<file path="config.mk">
export PLATFORM = sky130hd
export DESIGN_NAME = store_buffer_flat
export DESIGN_NICKNAME = d
export VERILOG_FILES = /design/src/rtl/store_buffer_if.sv /design/src/rtl/store_buffer.sv /design/src/flat_wrapper.sv
export SDC_FILE = /design/constraint.sdc
export NUM_CORES = 1
export LEC_CHECK = 0
export BUFFER_PORTS_ARGS = -buffer_cell sky130_fd_sc_hd__buf_2
export CELL_PAD_IN_SITES_DETAIL_PLACEMENT = 1
export CELL_PAD_IN_SITES_GLOBAL_PLACEMENT = 1
export CORE_MARGIN = 2
export CORE_UTILIZATION = 48
export DETAILED_ROUTE_END_ITERATION = 12
export GPL_TIMING_DRIVEN = 0
export PLACE_DENSITY = 0.86
export SYNTH_ARGS = -nofsm -noshare
export SYNTH_HDL_FRONTEND = slang
export SYNTH_SLANG_ARGS = --single-unit
</file>
<file path="constraint.sdc">
create_clock -name clk_i -period 5.2 [get_ports clk_i]
set_clock_uncertainty 0.1 [all_clocks]
set_input_delay 0.78 -clock clk_i [delete_from_list [all_inputs] [get_ports clk_i]]
set_output_delay 0.78 -clock clk_i [all_outputs]
set_load 0.03 [all_outputs]
</file>
<file path="src/rtl/store_buffer_if.sv">
// Store-buffer port bundle: cache-controller push side, memory drain side, load-unit conflict probe.
interface store_buffer_if #(
  parameter int ADDR_WIDTH = 32,
  parameter int DATA_WIDTH = 32
);
  logic                  push_data_i;
  logic [DATA_WIDTH-1:0] data_i;
  logic [ADDR_WIDTH-1:0] address_i;
  logic [1:0]            operation_width_i;
  logic                  full_o;
  logic                  empty_o;
  logic                  mem_request_o;
  logic [ADDR_WIDTH-1:0] mem_address_o;
  logic [DATA_WIDTH-1:0] mem_data_o;
  logic [1:0]            mem_width_o;
  logic                  mem_acknowledge_i;
  logic [ADDR_WIDTH-1:0] ldu_address_i;
  logic                  ldu_conflict_o;

  modport master (
    output push_data_i, data_i, address_i, operation_width_i, mem_acknowledge_i, ldu_address_i,
    input  full_o, empty_o, mem_request_o, mem_address_o, mem_data_o, mem_width_o, ldu_conflict_o
  );

  modport slave (
    input  push_data_i, data_i, address_i, operation_width_i, mem_acknowledge_i, ldu_address_i,
    output full_o, empty_o, mem_request_o, mem_address_o, mem_data_o, mem_width_o, ldu_conflict_o
  );
endinterface

</file>
<file path="src/rtl/store_buffer.sv">
// In-order store buffer: circular FIFO drained to memory by a two-state req/ack FSM,
// with a combinational word-address conflict check for the load unit.
module store_buffer #(
  parameter int BUFFER_DEPTH = 4,
  parameter int ADDR_WIDTH   = 32,
  parameter int DATA_WIDTH   = 32
) (
  input logic           clk_i,
  input logic           rst_n_i,
  store_buffer_if.slave sb
);
  localparam int IW = $clog2(BUFFER_DEPTH);

  typedef enum logic {IDLE, WRITE} state_t;

  state_t                                   state;
  logic [IW:0]                              head, tail;
  logic [BUFFER_DEPTH-1:0]                  valid;
  logic [BUFFER_DEPTH-1:0][ADDR_WIDTH-1:0]  addr_q;
  logic [BUFFER_DEPTH-1:0][DATA_WIDTH-1:0]  data_q;
  logic [BUFFER_DEPTH-1:0][1:0]             width_q;
  logic [BUFFER_DEPTH-1:0]                  hit;

  logic          full, empty, push, pop;
  logic [IW:0]   remaining;
  logic [IW-1:0] head_idx, tail_idx;

  assign head_idx = head[IW-1:0];
  assign tail_idx = tail[IW-1:0];
  assign empty    = (head == tail);
  assign full     = (head_idx == tail_idx) && (head[IW] != tail[IW]);
  assign push     = sb.push_data_i && !full;
  assign pop      = (state == WRITE) && sb.mem_acknowledge_i;
  // Occupancy after this edge, counting a same-cycle push; pointer math wraps naturally.
  assign remaining = tail - head + (IW+1)'(push) - (IW+1)'(pop);

  always_ff @(posedge clk_i) begin
    if (!rst_n_i) begin
      head    <= '0;
      tail    <= '0;
      valid   <= '0;
      addr_q  <= '0;
      data_q  <= '0;
      width_q <= '0;
      state   <= IDLE;
    end else begin
      if (push) begin
        addr_q[tail_idx]  <= sb.address_i;
        data_q[tail_idx]  <= sb.data_i;
        width_q[tail_idx] <= sb.operation_width_i;
        valid[tail_idx]   <= 1'b1;
        tail              <= tail + (IW+1)'(1);
      end
      // A pop never collides with the push slot: push needs !full, pop needs non-empty.
      if (pop) begin
        valid[head_idx] <= 1'b0;
        head            <= head + (IW+1)'(1);
      end
      case (state)
        IDLE:    if (!empty) state <= WRITE;
        WRITE:   if (pop && remaining == '0) state <= IDLE;
        default: state <= IDLE;
      endcase
    end
  end

  for (genvar g = 0; g < BUFFER_DEPTH; g++) begin : g_hit
    assign hit[g] = valid[g] && (addr_q[g][ADDR_WIDTH-1:2] == sb.ldu_address_i[ADDR_WIDTH-1:2]);
  end

  assign sb.ldu_conflict_o = |hit;
  assign sb.full_o         = full;
  assign sb.empty_o        = empty;
  assign sb.mem_request_o  = (state == WRITE);
  assign sb.mem_address_o  = addr_q[head_idx];
  assign sb.mem_data_o     = data_q[head_idx];
  assign sb.mem_width_o    = width_q[head_idx];
endmodule

</file>
<file path="src/flat_wrapper.sv">
// flat-port wrapper written by rule: the top's interface ports become plain ports
module store_buffer_flat 
#(
  parameter int BUFFER_DEPTH = 4,
  parameter int ADDR_WIDTH   = 32,
  parameter int DATA_WIDTH   = 32
)
  (clk_i, rst_n_i, sb_push_data_i, sb_data_i, sb_address_i, sb_operation_width_i, sb_mem_acknowledge_i, sb_ldu_address_i, sb_full_o, sb_empty_o, sb_mem_request_o, sb_mem_address_o, sb_mem_data_o, sb_mem_width_o, sb_ldu_conflict_o);
  store_buffer_if #(.ADDR_WIDTH(ADDR_WIDTH), .DATA_WIDTH(DATA_WIDTH)) sb_i ();
  input logic clk_i;
  input logic rst_n_i;
  input wire logic [$bits(sb_i.push_data_i)-1:0] sb_push_data_i;
  input wire logic [$bits(sb_i.data_i)-1:0] sb_data_i;
  input wire logic [$bits(sb_i.address_i)-1:0] sb_address_i;
  input wire logic [$bits(sb_i.operation_width_i)-1:0] sb_operation_width_i;
  input wire logic [$bits(sb_i.mem_acknowledge_i)-1:0] sb_mem_acknowledge_i;
  input wire logic [$bits(sb_i.ldu_address_i)-1:0] sb_ldu_address_i;
  output wire logic [$bits(sb_i.full_o)-1:0] sb_full_o;
  output wire logic [$bits(sb_i.empty_o)-1:0] sb_empty_o;
  output wire logic [$bits(sb_i.mem_request_o)-1:0] sb_mem_request_o;
  output wire logic [$bits(sb_i.mem_address_o)-1:0] sb_mem_address_o;
  output wire logic [$bits(sb_i.mem_data_o)-1:0] sb_mem_data_o;
  output wire logic [$bits(sb_i.mem_width_o)-1:0] sb_mem_width_o;
  output wire logic [$bits(sb_i.ldu_conflict_o)-1:0] sb_ldu_conflict_o;
  assign sb_i.push_data_i = sb_push_data_i;
  assign sb_i.data_i = sb_data_i;
  assign sb_i.address_i = sb_address_i;
  assign sb_i.operation_width_i = sb_operation_width_i;
  assign sb_i.mem_acknowledge_i = sb_mem_acknowledge_i;
  assign sb_i.ldu_address_i = sb_ldu_address_i;
  assign sb_full_o = sb_i.full_o;
  assign sb_empty_o = sb_i.empty_o;
  assign sb_mem_request_o = sb_i.mem_request_o;
  assign sb_mem_address_o = sb_i.mem_address_o;
  assign sb_mem_data_o = sb_i.mem_data_o;
  assign sb_mem_width_o = sb_i.mem_width_o;
  assign sb_ldu_conflict_o = sb_i.ldu_conflict_o;
  store_buffer #(.BUFFER_DEPTH(BUFFER_DEPTH), .ADDR_WIDTH(ADDR_WIDTH), .DATA_WIDTH(DATA_WIDTH)) u_core (.clk_i(clk_i), .rst_n_i(rst_n_i), .sb(sb_i));
endmodule
</file>
**Yosys cells after proc, flatten, opt, wreduce, memory -nomap -nowiden**

Index checks and enable logic that the tools add are counted.

- Reductions and logical operators: 13
- $lt $le $gt $ge: 4
- Mux-type cells: 23
- Shifts and indexed selects: 0
- Eq/ne operators: 7
- Divide/modulo/power cells: 0
- Add/subtract/negate cells: 5
- $mul: 0
- Bitwise logic cells: 4

Operator list:

| cell | number |
|---|---|
| $bwmux W128 | 2 |
| $bmux W32 S2 | 2 |
| $eq A30 B30 Y1 | 4 |
| $mux W32 | 3 |
| $demux W32 S2 | 1 |
| $mux W4 | 3 |
| $logic_and A1 B1 Y1 | 10 |
| $bwmux W8 | 1 |
| $add A3 B1 Y3 const B | 2 |
| $lt A2 B3 Y1 const B | 2 |
| $and A4 B4 Y4 | 1 |
| $bmux W2 S2 | 1 |
| $demux W1 S2 | 2 |
| $demux W2 S2 | 1 |
| $ge A2 B1 Y1 const B | 2 |
| $mux W1 | 4 |
| $mux W2 | 2 |
| $not A4 Y4 | 1 |
| $or A4 B4 Y4 | 1 |
| $reduce_or A4 Y1 | 1 |
| $add A3 B1 Y3 | 1 |
| $eq A3 B3 Y1 | 1 |
| $logic_not A3 Y1 | 1 |
| $sub A3 B1 Y3 | 1 |
| 6 further kinds | 6 |

- Bits in latches: 0
- Memory bits (writable): 0
- Output and inout bits: 70
- Memories kept: 0
- Register bits: 275
- Word-level logic and storage cells: 72
- Input port bits: 102
- ROM bits: 0

**Logic depth before layout (Yosys ltp)**

- Depth after elaboration: 10
- Depth in mapped cells: 12

**Worst setup path before layout**

No wires, ideal clock.

- Path kind: input to register
- From: input port sb_push_data_i
- To: register u_core.state, in the netlist u_core.sb.mem_request_o
- Buffers on the path: 1
- Cell stages on the path: 11
- Setup time: 0.140 ns
- Data arrival time: 2.600 ns
- Path slack: 2.360 ns
- Path through: inv_1 > a31oi_2 > buf_4 > inv_1 > fa_1 > fa_1 > inv_1 > ha_1 > xor2_1 > xnor2_1 > a31oi_1

- Longest elaborated chain between the ends: 7

RTL lines:

| what | RTL line | RTL |
|---|---|---|
| start, declared | flat_wrapper.sv:12 | `input wire logic [$bits(sb_i.push_data_i)-1:0] sb_push_data_i;` |
| $logic_and A1 B1 Y1 | store_buffer.sv:32 | `assign push = sb.push_data_i && !full;` |
| $add A3 B1 Y3 | store_buffer.sv:35 | `assign remaining = tail - head + (IW+1)'(push) - (IW+1)'(pop);` |
| $sub A3 B1 Y3 | store_buffer.sv:35 |  |
| $logic_not A3 Y1 | store_buffer.sv:61 | `WRITE: if (pop && remaining == '0) state <= IDLE;` |
| $logic_and A1 B1 Y1 | store_buffer.sv:61 |  |
| $mux W1 | store_buffer.sv:61 |  |
| $pmux W1 S2 | store_buffer.sv:59 | `case (state)` |
| end signal, assigned | store_buffer.sv:60 | `IDLE: if (!empty) state <= WRITE;` |
| end signal, assigned | store_buffer.sv:61 |  |
| end signal, assigned | store_buffer.sv:62 | `default: state <= IDLE;` |
| end, declared | store_buffer.sv:16 | `state_t state;` |

Every way passes these cells.
A chain may end at the register's enable or synchronous reset.

**Final worst setup path**

- From: register u_core.head[1]
- To: output port sb_mem_address_o[29]

- Longest elaborated chain between the ends: 2

RTL lines:

| what | RTL line | RTL |
|---|---|---|
| start, declared | store_buffer.sv:17 | `logic [IW:0] head, tail;` |
| start signal, assigned | store_buffer.sv:57 | `head <= head + (IW+1)'(1);` |
| $bmux W32 S2 | store_buffer.sv:75 | `assign sb.mem_address_o = addr_q[head_idx];` |
| $mux W32 (not written as such) | store_buffer.sv:75 |  |
| end, declared | flat_wrapper.sv:21 | `output wire logic [$bits(sb_i.mem_address_o)-1:0] sb_mem_address_o;` |

Every way passes these cells. The select of a mux whose other input is x is not followed.

==> metrics.txt <==
status=complete, no violations; fin worst setup slack=between 1 and 1.5 ns; cell count after synthesis=between 1k and 1.5k; measured slew at the worst slew-check pin=approximately 0.82 ns; flops & latches, synth=275; first-pass GRT wire length=slightly above 70 mm; post-layout min period=4.078 ns; Yosys Warn Count=0; final hold violation count=0; gp weighted congestion=0.9527; H-tree lvl count=1; kind of critical path=reg -> out; die height=171.0 um; CP startpoint kind=flop; WL per Instance=approximately 23 um; Detailed Route WL=around 48 mm; Layout fillers=~3.3k; Mapped Avg Cell Area=9.048 um2; mapped cell area=roughly 13000 um2; RSZ-0062 raised after global routing=false; area of the core=27630 um2; Crit Reg-Reg Startpoint=u_core.head[0]; Critical Path AT=roughly 3.2 ns; Via density=slightly below 6; Ports=~170; setup bufs post-CTS=0; dpl cells=~2k; num rows=61; largest fanout on the critical path=10; CTS Sinks=~280; latest clock arrival within the worst-skew pair=0.57 ns; r2r endpoint=u_core.sb.mem_request_o; Post-Place Setup Slack=1.734 ns; final instance count without filler cells=roughly 2.1k; hold wc startpoint=u_core.data_q[33]; post-route setup TNS=0 ns; CP cell instances=buf_2, clkbuf_1, clkbuf_1, mux4_2, buf_2; Worst Hold End=u_core.data_q[33]; DRC Markers=0; antenna viol nets, final=0; Post-Route Utilization=a little under three fifths; FMAX=roughly 250 MHz; final-report setup violation count=0; placed inst area=about 15000 um2; clk buf depth=3; hold buffers post-CTS=0; Slew Limit Fails=0; hold_ws=roughly 0.35 ns; CTS tree=done; Clock Pin Slew Worst Setup and Hold Paths=roughly 0.060 ns; delay-heaviest family, CP=buffers and inverters; Num CTS Buffers=30; clk root buf=clkbuf_16; Final Cell Area=approximately 16000 um2; Slowest cell on crit path=clkbuf_1; Hold Path Depth=2; initial antenna violation count=3; dpl hpwl=about 33 mm; Die Area=roughly 30000 um2; slowest stage delay, CP=roughly 0.67 ns; Unique masters post-synth=28; Hold Path Class=reg -> reg; FF-to-FF path depth=12; count of cells resized by post-cts repair=0; Slew headroom=between 40 and 50%; worst endpoint required time=about 4.3 ns; vias=~12k; nets@finish=between 1.5k and 2k; FF-to-FF setup slack=2.02 ns; Overall Power=5.332 mW; drt first pass iters=5; syn nets=~1.6k; endpoint type of the worst setup path=output port; starting density of the core=between 40% and 50%; final worst path period share=between 70% and 80%; most frequent cells in the layout=nand2_1 (536), dfxtp_1 (275), buf_2 (188); vias in the first global route=12.52k; Initial DRC Count=around 880; layout cells sized above 1=19.56%; VDD IR max=316.1 uV; worst path bufs/invs=4; LEAKAGE=approximately 5.8 nW; port buffer count=approximately 150; largest net degree at the start of global routing=15; all-layer global routing usage=between 30% and 40%; PD cells=roughly 340 nW/um2; die width=171.0 um; Area growth, synth to finish=16.42%; sequential share of the synthesized area=between 40% and 50%; # Max-Cap Violations=0; grt ovf=0; most common cell after layout, fill and taps aside=nand2_1
worst max path at each step:
stage | from | to | slack [ns] | cells after the start
after global routing | u_core.head[1] | sb_mem_address_o[23] | 1.06 | 5
after global placement | sb_ldu_address_i[24] | sb_ldu_conflict_o | 1.81 | 7
final | u_core.head[1] | sb_mem_address_o[29] | 1.12 | 5
after CTS | u_core.head[1] | sb_mem_address_o[19] | 1.16 | 5
after detailed placement | sb_ldu_address_i[24] | sb_ldu_conflict_o | 1.73 | 7
after floorplan | sb_push_data_i | u_core.sb.mem_request_o | 2.36 | 11
area by class of cell:
cell class                      instances  area, um2  area share [%]
Multi-Input combinational cell       1073       7213           46.27
Sequential cell                       275       5505           35.32
Clock buffer                           46      892.1           5.723
Timing Repair Buffer                  152      760.7           4.880
Buffer                                124      641.9           4.118
Tap cell                              378      473.0           3.034
Clock inverter                          9      70.07          0.4495
Inverter                                8      30.03          0.1926
Antenna cell                            1      2.502         0.01605
logic make-up after synthesis:
group | after synthesis | share of synthesized area (%)
AOI/OAI and AO/OA | 272 | 15.33
xor gates and xnor gates | 129 | 8.494
adders and majority gates | 12 | 1.233
buffers and inverters | 132 | 5.018
DFF | 275 | 41.11
muxes | 67 | 11.18
and+or+nand+nor | 593 | 17.63
registers in the layout (all words and copies together) (netlist names):
register and count:
u_core.addr_q 128, u_core.data_q 128, u_core.head 3, u_core.sb.mem_request_o 1, u_core.tail 3, u_core.valid 4, u_core.width_q 8
tightest hold or removal path: cells and delay by family (launching register included):
kind	cells	cell delay, ns
AOI/OAI and AO/OA	1	0.05
DFF	1	0.30
and+or+nand+nor	1	0.05
metal layers:
layer | GRT usage [%] | share of wire [%] | up-vias
li1 | - | - | 5299
met1 | 39.33 | 40 | 6076
met2 | 56.87 | 49 | 475
met3 | 5.529 | 6.4 | 137
met4 | 14.66 | 4.4 | 2
met5 | 0 | 0.023 | -
synth_stat cells:
master / n / area share, %
nand2_1: 536 / 15
dfxtp_1: 275 / 41
a21boi_0: 148 / 8.3
a21boi_1: 116 / 6.5
xnor2_1: 83 / 5.4
mux4_2: 66 / 11
clkbuf_1: 61 / 1.7
xor2_1: 45 / 2.9
buf_2: 36 / 1.3
nand4_1: 25 / 1.2
buf_4: 19 / 1.1
nor4_1: 16 / 0.75
ha_1: 10 / 0.93
and2_1: 9 / 0.42
buf_6: 8 / 0.67
inv_1: 8 / 0.22
o211a_1: 4 / 0.30
nor2_1: 3 / 0.084
fa_1: 2 / 0.30
nor2b_1: 2 / 0.093
a21oi_1: 1 / 0.037
a31oi_1: 1 / 0.047
a31oi_2: 1 / 0.093
and3_1: 1 / 0.047
mux2i_1: 1 / 0.075
nand2_2: 1 / 0.047
o31ai_1: 1 / 0.056
xor2_2: 1 / 0.12
report_power, final:
part           switching, mW  internal, mW  total (mW)
sequential            0.0731          2.20        2.27
clock                  0.899          1.22        2.12
combinational          0.597         0.344       0.941
(Power assumes the default switching activity.)
